[config.mk]
export PLATFORM = sky130hd
export DESIGN_NAME = bus_arbiter_flat
export DESIGN_NICKNAME = d
export VERILOG_FILES = /design/src/rtl/bus_arbiter_pkg.sv /design/src/rtl/bus_arbiter_if.sv /design/src/rtl/bus_arbiter_rr_pick2.sv /design/src/rtl/bus_arbiter.sv /design/src/flat_wrapper.sv
export SDC_FILE = /design/constraint.sdc
export NUM_CORES = 1
export LEC_CHECK = 0
export BUFFER_PORTS_ARGS = -buffer_cell sky130_fd_sc_hd__buf_2
export CAP_MARGIN = 20
export CORE_AREA = 2 2 165 167
export DETAILED_ROUTE_END_ITERATION = 8
export DIE_AREA = 0 0 167 169
export GPL_TIMING_DRIVEN = 0
export PLACE_DENSITY = 0.42
export SLEW_MARGIN = 20
export SYNTH_ARGS = -nofsm -noshare
export SYNTH_HDL_FRONTEND = slang
export SYNTH_HIERARCHICAL = 1
export SYNTH_SLANG_ARGS = --single-unit
export TNS_END_PERCENT = 30
[constraint.sdc]
create_clock -name clk -period 1.7 [get_ports clk]
set_input_delay 0.085 -clock clk [delete_from_list [all_inputs] [get_ports clk]]
set_output_delay 0.085 -clock clk [all_outputs]
set_load 0.01 [all_outputs]
[src/rtl/bus_arbiter_pkg.sv]
// Shared definitions for the two-master bus arbiter: bus word types, master ids
// and the read data returned when a stalled transfer is aborted by the watchdog.
package bus_arbiter_pkg;

    typedef logic [31:0] Word_t;
    typedef logic [3:0]  ByteMask_t;
    typedef logic [5:0]  Interrupt_t;

    typedef enum logic {
        M0_IFETCH = 1'b0,
        M1_DATA   = 1'b1
    } MasterId_t;

    typedef enum logic [1:0] {
        ARB_IDLE,
        ARB_LOCKED,
        ARB_COOLDOWN
    } ArbState_t;

    localparam Word_t BUS_ARB_TIMEOUT_DATA = 32'hFFFF_FFFF;
    localparam int    WD_WIDTH             = 8;

    function automatic MasterId_t otherMaster(input MasterId_t id);
        return (id == M0_IFETCH) ? M1_DATA : M0_IFETCH;
    endfunction

endpackage

[src/rtl/bus_arbiter_if.sv]
// One system bus port. The requester uses the master modport, the responder
// (slave or arbiter acting as a slave) uses the slave modport.
interface bus_arbiter_if;
    import bus_arbiter_pkg::*;

    Word_t      address;
    logic       read;
    logic       write;
    Word_t      data_wr;
    ByteMask_t  mask;
    logic       stall;
    Word_t      data_rd;
    Word_t      data_rd_2;
    Interrupt_t interrupt;

    modport master (
        output address, read, write, data_wr, mask,
        input  stall, data_rd, data_rd_2, interrupt
    );

    modport slave (
        input  address, read, write, data_wr, mask,
        output stall, data_rd, data_rd_2, interrupt
    );

endinterface

[src/rtl/bus_arbiter_rr_pick2.sv]
// Combinational two-way round-robin picker: a lone requester always wins, a tie
// goes to the master that was not served last, and with no request the grant rests on last.
module bus_arbiter_rr_pick2
    import bus_arbiter_pkg::*;
(
    input  logic [1:0] req_i,
    input  MasterId_t  last_i,
    output MasterId_t  grant_o,
    output logic       valid_o
);

    always_comb begin
        grant_o = last_i;
        unique case (req_i)
            2'b01:   grant_o = M0_IFETCH;
            2'b10:   grant_o = M1_DATA;
            2'b11:   grant_o = otherMaster(last_i);
            default: grant_o = last_i;
        endcase
    end

    assign valid_o = |req_i;

endmodule

[src/rtl/bus_arbiter.sv]
// Two-master bus arbiter with zero-latency forwarding and stall locking.
// Optional stall watchdog enabled by defining BUS_ARB_TIMEOUT_EN.
module bus_arbiter
    import bus_arbiter_pkg::*;
#(
    parameter int    FIRST_WINNER   = 0,
    parameter int    TIMEOUT_CYCLES = 255,
    parameter Word_t TIMEOUT_DATA   = BUS_ARB_TIMEOUT_DATA
)(
    input  logic              clk,
    input  logic              rst_n,
    bus_arbiter_if.slave      m0,
    bus_arbiter_if.slave      m1,
    bus_arbiter_if.master     s,
    output logic              bus_timeout_o,
    output MasterId_t         owner_o
);

    localparam MasterId_t RESET_LAST = (FIRST_WINNER == 0) ? M1_DATA : M0_IFETCH;

    ArbState_t  state_q;
    MasterId_t  lockOwner_q;
    MasterId_t  lastServed_q;

    logic [1:0] req;
    MasterId_t  pickGrant;
    logic       pickValid;
    MasterId_t  owner;
    logic       locked;
    logic       coolDown;
    logic       ownerReq;
    logic       forward;
    logic       timeoutHit;
    logic       complete;
    logic       lockStart;
    logic       abortLock;
    Word_t      retData;
    Word_t      retData2;

    assign req = {m1.read | m1.write, m0.read | m0.write};

    bus_arbiter_rr_pick2 u_pick (
        .req_i   (req),
        .last_i  (lastServed_q),
        .grant_o (pickGrant),
        .valid_o (pickValid)
    );

    assign locked   = (state_q == ARB_LOCKED);
    assign coolDown = (state_q == ARB_COOLDOWN);
    assign owner    = locked ? lockOwner_q : pickGrant;
    assign ownerReq = locked ? req[lockOwner_q] : pickValid;
    assign forward  = ownerReq & ~coolDown;

`ifdef BUS_ARB_TIMEOUT_EN
    logic [WD_WIDTH-1:0] wdCnt_q;

    // The counter covers every stalled cycle of the current transfer, including
    // the one that takes the lock, so the limit is reached on the Nth stalled cycle.
    assign timeoutHit = forward & s.stall & (wdCnt_q == WD_WIDTH'(TIMEOUT_CYCLES - 1));

    always_ff @(posedge clk) begin
        if (!rst_n) begin
            wdCnt_q <= '0;
        end else if (forward && s.stall && !timeoutHit) begin
            wdCnt_q <= wdCnt_q + 1'b1;
        end else begin
            wdCnt_q <= '0;
        end
    end
`else
    assign timeoutHit = 1'b0;
`endif

    assign complete      = forward & (~s.stall | timeoutHit);
    assign lockStart     = forward & s.stall & ~timeoutHit;
    assign abortLock     = locked & ~ownerReq;
    assign bus_timeout_o = timeoutHit;
    assign owner_o       = owner;

    always_ff @(posedge clk) begin
        if (!rst_n) begin
            state_q      <= ARB_IDLE;
            lockOwner_q  <= M0_IFETCH;
            lastServed_q <= RESET_LAST;
        end else begin
            unique case (state_q)
                ARB_IDLE, ARB_LOCKED: begin
                    if (complete) begin
                        state_q      <= timeoutHit ? ARB_COOLDOWN : ARB_IDLE;
                        lastServed_q <= owner;
                    end else if (lockStart) begin
                        state_q     <= ARB_LOCKED;
                        lockOwner_q <= owner;
                    end else if (abortLock) begin
                        state_q <= ARB_IDLE;
                    end
                end
                ARB_COOLDOWN: state_q <= ARB_IDLE;
                default:      state_q <= ARB_IDLE;
            endcase
        end
    end

    always_comb begin
        s.address = '0;
        s.read    = 1'b0;
        s.write   = 1'b0;
        s.data_wr = '0;
        s.mask    = '0;
        if (forward) begin
            if (owner == M1_DATA) begin
                s.address = m1.address;
                s.read    = m1.read;
                s.write   = m1.write;
                s.data_wr = m1.data_wr;
                s.mask    = m1.mask;
            end else begin
                s.address = m0.address;
                s.read    = m0.read;
                s.write   = m0.write;
                s.data_wr = m0.data_wr;
                s.mask    = m0.mask;
            end
        end
    end

    assign retData  = timeoutHit ? TIMEOUT_DATA : s.data_rd;
    assign retData2 = timeoutHit ? TIMEOUT_DATA : s.data_rd_2;

    // A requesting master that is not being served is held off; during the
    // cool-down cycle nobody is served.
    always_comb begin
        m0.stall     = req[0];
        m0.data_rd   = '0;
        m0.data_rd_2 = '0;
        m1.stall     = req[1];
        m1.data_rd   = '0;
        m1.data_rd_2 = '0;
        if (!coolDown) begin
            if (owner == M0_IFETCH) begin
                m0.stall     = ownerReq & s.stall & ~timeoutHit;
                m0.data_rd   = retData;
                m0.data_rd_2 = retData2;
            end else begin
                m1.stall     = ownerReq & s.stall & ~timeoutHit;
                m1.data_rd   = retData;
                m1.data_rd_2 = retData2;
            end
        end
    end

    assign m0.interrupt = s.interrupt;
    assign m1.interrupt = s.interrupt;

endmodule

[src/flat_wrapper.sv]
// flat-port wrapper written by rule: the top's interface ports become plain ports
module bus_arbiter_flat import bus_arbiter_pkg::*;
#(
    parameter int    FIRST_WINNER   = 0,
    parameter int    TIMEOUT_CYCLES = 255,
    parameter Word_t TIMEOUT_DATA   = BUS_ARB_TIMEOUT_DATA
)
  (clk, rst_n, bus_timeout_o, owner_o, m0_address, m0_read, m0_write, m0_data_wr, m0_mask, m0_stall, m0_data_rd, m0_data_rd_2, m0_interrupt, m1_address, m1_read, m1_write, m1_data_wr, m1_mask, m1_stall, m1_data_rd, m1_data_rd_2, m1_interrupt, s_address, s_read, s_write, s_data_wr, s_mask, s_stall, s_data_rd, s_data_rd_2, s_interrupt);
  bus_arbiter_if m0_i ();
  bus_arbiter_if m1_i ();
  bus_arbiter_if s_i ();
  input  logic clk;
  input  logic rst_n;
  output logic bus_timeout_o;
  output MasterId_t owner_o;
  input wire logic [$bits(m0_i.address)-1:0] m0_address;
  input wire logic [$bits(m0_i.read)-1:0] m0_read;
  input wire logic [$bits(m0_i.write)-1:0] m0_write;
  input wire logic [$bits(m0_i.data_wr)-1:0] m0_data_wr;
  input wire logic [$bits(m0_i.mask)-1:0] m0_mask;
  output wire logic [$bits(m0_i.stall)-1:0] m0_stall;
  output wire logic [$bits(m0_i.data_rd)-1:0] m0_data_rd;
  output wire logic [$bits(m0_i.data_rd_2)-1:0] m0_data_rd_2;
  output wire logic [$bits(m0_i.interrupt)-1:0] m0_interrupt;
  input wire logic [$bits(m1_i.address)-1:0] m1_address;
  input wire logic [$bits(m1_i.read)-1:0] m1_read;
  input wire logic [$bits(m1_i.write)-1:0] m1_write;
  input wire logic [$bits(m1_i.data_wr)-1:0] m1_data_wr;
  input wire logic [$bits(m1_i.mask)-1:0] m1_mask;
  output wire logic [$bits(m1_i.stall)-1:0] m1_stall;
  output wire logic [$bits(m1_i.data_rd)-1:0] m1_data_rd;
  output wire logic [$bits(m1_i.data_rd_2)-1:0] m1_data_rd_2;
  output wire logic [$bits(m1_i.interrupt)-1:0] m1_interrupt;
  output wire logic [$bits(s_i.address)-1:0] s_address;
  output wire logic [$bits(s_i.read)-1:0] s_read;
  output wire logic [$bits(s_i.write)-1:0] s_write;
  output wire logic [$bits(s_i.data_wr)-1:0] s_data_wr;
  output wire logic [$bits(s_i.mask)-1:0] s_mask;
  input wire logic [$bits(s_i.stall)-1:0] s_stall;
  input wire logic [$bits(s_i.data_rd)-1:0] s_data_rd;
  input wire logic [$bits(s_i.data_rd_2)-1:0] s_data_rd_2;
  input wire logic [$bits(s_i.interrupt)-1:0] s_interrupt;
  assign m0_i.address = m0_address;
  assign m0_i.read = m0_read;
  assign m0_i.write = m0_write;
  assign m0_i.data_wr = m0_data_wr;
  assign m0_i.mask = m0_mask;
  assign m0_stall = m0_i.stall;
  assign m0_data_rd = m0_i.data_rd;
  assign m0_data_rd_2 = m0_i.data_rd_2;
  assign m0_interrupt = m0_i.interrupt;
  assign m1_i.address = m1_address;
  assign m1_i.read = m1_read;
  assign m1_i.write = m1_write;
  assign m1_i.data_wr = m1_data_wr;
  assign m1_i.mask = m1_mask;
  assign m1_stall = m1_i.stall;
  assign m1_data_rd = m1_i.data_rd;
  assign m1_data_rd_2 = m1_i.data_rd_2;
  assign m1_interrupt = m1_i.interrupt;
  assign s_address = s_i.address;
  assign s_read = s_i.read;
  assign s_write = s_i.write;
  assign s_data_wr = s_i.data_wr;
  assign s_mask = s_i.mask;
  assign s_i.stall = s_stall;
  assign s_i.data_rd = s_data_rd;
  assign s_i.data_rd_2 = s_data_rd_2;
  assign s_i.interrupt = s_interrupt;
  bus_arbiter #(.FIRST_WINNER(FIRST_WINNER), .TIMEOUT_CYCLES(TIMEOUT_CYCLES), .TIMEOUT_DATA(TIMEOUT_DATA)) u_core (.clk(clk), .rst_n(rst_n), .m0(m0_i), .m1(m1_i), .s(s_i), .bus_timeout_o(bus_timeout_o), .owner_o(owner_o));
endmodule
# Word level (Yosys, flattened, before mapping)
# Index checks and enable logic that the tools add are counted.
# totals
output_inout_bits	214
regBits	3
elab_cells	48
input_bits	213
# op_classes
n_bitwise	10
n_lt_le_gt_ge	1
n_mux	24
eq_ne	3
reduce_logical	7
# ops
op	n
$mux W32	8
$mux W1	13
$mux W4	2
$not A1 Y1	5
$eq A2 B2 Y1 const B	2
$reduce_or A2 Y1	2
$and A1 B1 Y1	3
$pmux W1 S3	1
$reduce_and A3 Y1	1
$reduce_or A3 Y1	1
$eq A2 B1 Y1 const B	1
$logic_not A2 Y1	1
$lt A1 B2 Y1 const B	1
$or A1 B1 Y1	2
$reduce_and A2 Y1	1
$reduce_bool A2 Y1	1

# Depth between registers and ports, before layout
# logic_depth
word_depth	8
mapped_depth	9
ltp_nobuf	7

# By module
# Netlist, hierarchy kept.
# modules_own_cells
module	seq_area_each_um2	area_each_um2	n_inst	cells_per_inst
bus_arbiter	60.1	2267.2	1	418
bus_arbiter_rr_pick2	0.0	20.0	1	3

# Least setup slack after synthesis
# No wires, ideal clock.
# synth_path
path_kind	input port to output port
startpoint	input port m0_write
endpoint	output port s_data_wr[0]
arrival_ns	1.568
slack_ns	0.047
cell_stages	7
path_buffers	2
required_ns	1.615
path_cell_list	or2_1 > buf_6 > or2_1 > and2b_2 > a211oi_4 > buf_6 > a21oi_2
# synth_between
word_cells_on_any_way	12
cone_classes	3 x eq/ne; 7 x mux; 1 x bitwise; 1 x reduce/logical
# synth_rtl
element	line	text
start, declared	flat_wrapper.sv:18	input wire logic [$bits(m0_i.write)-1:0] m0_write;
$or A1 B1 Y1	bus_arbiter.sv:40	assign req = {m1.read | m1.write, m0.read | m0.write};
named net u_core.req[0]	bus_arbiter.sv:25	logic [1:0] req;
$reduce_or A2 Y1	bus_arbiter_rr_pick2.sv:22	assign valid_o = |req_i;
named net u_core.pickValid	bus_arbiter.sv:27	logic pickValid;
$mux W1	bus_arbiter.sv:52	assign ownerReq = locked ? req[lockOwner_q] : pickValid;
$mux W32	bus_arbiter.sv:111	if (forward) begin
end, declared	flat_wrapper.sv:37	output wire logic [$bits(s_i.data_wr)-1:0] s_data_wr;
# The timed path passes the listed nets, and every way through them passes these cells. The select of a mux whose other input is x is not followed.

# Final worst setup path
# layout_path
startpoint	input port m0_read
endpoint	output port s_address[19]
# layout_between
word_cells_on_any_way	12
cone_classes	3 x eq/ne; 7 x mux; 1 x bitwise; 1 x reduce/logical
# layout_rtl
element	line	text
start, declared	flat_wrapper.sv:17	input wire logic [$bits(m0_i.read)-1:0] m0_read;
$or A1 B1 Y1	bus_arbiter.sv:40	
$reduce_or A2 Y1	bus_arbiter_rr_pick2.sv:22	
named net u_core.pickValid	bus_arbiter.sv:27	
$mux W1	bus_arbiter.sv:52	
$mux W32	bus_arbiter.sv:111	
end, declared	flat_wrapper.sv:34	output wire logic [$bits(s_i.address)-1:0] s_address;
# The timed path passes the listed nets, and every way through them passes these cells. The select of a mux whose other input is x is not followed.

==> results.cfg <==
[routing]
drt-vias-per-instance = 3.63
drtIter0Drc = 142
drt_wl_total_um = 17200
drtPass1Iterations = 4
wl_per_cell_um = 14.2
ant_nets = 0
drc = 0
vias = 4403

[global_routing]
grt_max_degree = 11
grt_pass1_wl_um = 23400
grt_pass1_vias = 4195
overflow = 0
grt_usage = 0.105
antenna_found_initial = 0

[clock_network]
numCtsBuffers = 3
clk_latency_ps = 220
cts_sinks = 3
clk_path_buf_depth = 2
cts_tree = yes
root_buffer = clkbuf_16
clk_pin_slew_ps = 30
htreeDepth = 1

[setup_path]
cp.arrival_ps = 1810
cpMostUsedCell = buf_6
crit_required_ps = 1620
critPathLaunchType = input pin
path_class = input pin to output pin
crit_path_end_kind = output pin
crit_chain = buf_6 -> or2_4 -> or2_1 -> and2b_2 -> a211oi_4 -> buf_6 -> buf_16 -> clkbuf_16 -> a21oi_2 -> buf_2
max_stage_delay_ps = 290
crit_path_max_fanout = 6
cp_slowest_cell = a211oi_4
r2r_slack_ps = 100

[logic_synthesis]
seq_area_frac_synth = 0.0263
synthCells = 421
syn_area_per_cell_sq_um = 5.43
ys_warn_count = 6
synth_seq_cells = 3
syn-cell-area_sq_um = 2290
yosysUniqueCellTypes = 28
syn_nets = 634

[timing]
max_freq_mhz = 529
timing.final.max_slew_violations = 0
rsz0062_at_grt = true
hold_ws_ps = 122
finalSetupViolCount = 201
fin_crit_sh = 1.11
layout_setup_ws_ps = -191
fin_crit_ps = 1890
skew_ps = 2.38
hold_viol_final = 0

[die]
die-area_sq_um = 28200
fp.coreArea_sq_um = 26500
rows = 60
start_util = 0.0863
die_w_um = 167
io_pins = 427
die_h_um = 169

[placed_design]
placed_cells = 1181
dp_hpwl_um = 13500
gp_congestion = 0.795
port_buffers = 419

[finish]
final_layout_size_suffix_gt1_frac = 0.667
final_common_cell = buf_2
mostFrequentLayoutCells = buf_2, nand2_1, and2_1
seqCellArea_sq_um = 62.6
multiInputGateArea_sq_um = 2170
finalNetCount = 1085
area_growth_syn_to_layout_pct = 164
fillers = 3017
layout.cells.non_filler = 1213

[power]
p_leak_nw = 3.34
peakVddDrop_uv = 228
p_per_area_nw_per_um2 = 551

[min_path]
hp-class = input pin to register

[outcome]
status = complete, but fails checks
violations = setup timing

[job]
max-cap-violations = 0
[cell usage after synthesis]
library cell	instances	area share
nand2_1	145	0.24
and2_1	128	0.35
a21oi_1	60	0.13
clkbuf_1	16	0.026
buf_4	13	0.043
buf_2	11	0.024
a21oi_2	10	0.038
buf_6	8	0.039
buf_1	3	0.0049
dfxtp_1	3	0.026
mux2i_1	3	0.013
inv_1	2	0.0033
nor2b_1	2	0.0055
o21ai_0	2	0.0044
or2_1	2	0.0055
a2111oi_0	1	0.0038
a211oi_1	1	0.0033
a211oi_4	1	0.0088
a21o_2	1	0.0038
and2b_2	1	0.0038
and3b_1	1	0.0038
conb_1	1	0.0016
nand2b_1	1	0.0027
nand3b_1	1	0.0033
nor2_1	1	0.0016
nor3b_1	1	0.0033
o211a_1	1	0.0044
or2_2	1	0.0027
[through the flow]
stage | util | instance area [sq um] | TNS, ps | total power [W] | setup WS (ps)
6_report | 0.228 | 6040 | -22580 | 0.00333 | -191
5_1_grt | 0.228 | 6030 | -40190 | 0.00361 | -276
4_1_cts | 0.204 | 5400 | -22180 | 0.00296 | -204
3_5_place_dp | 0.182 | 4810 | -95840 | 0.00227 | -952
3_3_place_gp | 0.182 | 4810 | -93420 | 0.00227 | -929
2_1_floorplan | - | 2290 | 0 | 0.00120 | 46.6
[power by group]
group | internal [W] | switching, W | total (W)
sequential | 0.0000782 | 0.00000947 | 0.0000876
clock | 0.000309 | 0.0000602 | 0.000369
combinational | 0.00147 | 0.00141 | 0.00287
total | 0.00185 | 0.00148 | 0.00333
[logic make-up after synthesis]
group	Yosys count	share of synthesized area
and+or+nand+nor	284	0.620
AOI/OAI and AO/OA	77	0.198
buffers and inverters	53	0.141
other	1	0.00164
muxes	3	0.0131
DFF	3	0.0263
[repair_timing]
item	4_1_cts	5_1_grt
setup endpoints to repair	202	201
gates cloned	4	10
gates resized for setup	108	112
setup buffers	12	2
pin swaps	6	3
hold buffers	0	0
[layer usage]
| metal | wire length (um) | up-vias | GRT usage |
|---|---|---|---|
| li1 | - | 2219 | - |
| met1 | 6730 | 1937 | 0.122 |
| met2 | 9070 | 235 | 0.204 |
| met3 | 1310 | 12 | 0.0201 |
| met4 | 119 | 0 | 0.0150 |
| met5 | 0 | - | 0 |
[cell type report]
cell class                      instances  area share
Clock buffer                            4      0.0131
Sequential cell                         3      0.0104
Tap cell                              341      0.0707
Inverter                                2     0.00207
Antenna cell                            1    0.000415
Timing Repair Buffer                  447       0.438
Multi-Input combinational cell        365       0.359
Buffer                                 50       0.106
[flip-flops by register name, indices dropped and copies added (netlist names)]
| name | flops |
|---|---|
| u_core/lastServed_q | 1 |
| u_core/lockOwner_q | 1 |
| u_core/state_q | 1 |
[critical path: cells and delay by family]
kind	cells	cell delay, ps
compound gates	2	320
simple gates	3	700
buf+inv	5	680
[final timing paths]
kind,from,endpoint,cells past startpoint
setup / recovery,m0_read,s_address[19],10
hold / removal,rst_n,u_core/state_q[0],3
setup reg to reg,u_core/state_q[0],u_core/state_q[0],7
hold reg to reg,u_core/lastServed_q,u_core/lastServed_q,2
Power figures use the tool's default switching activity.
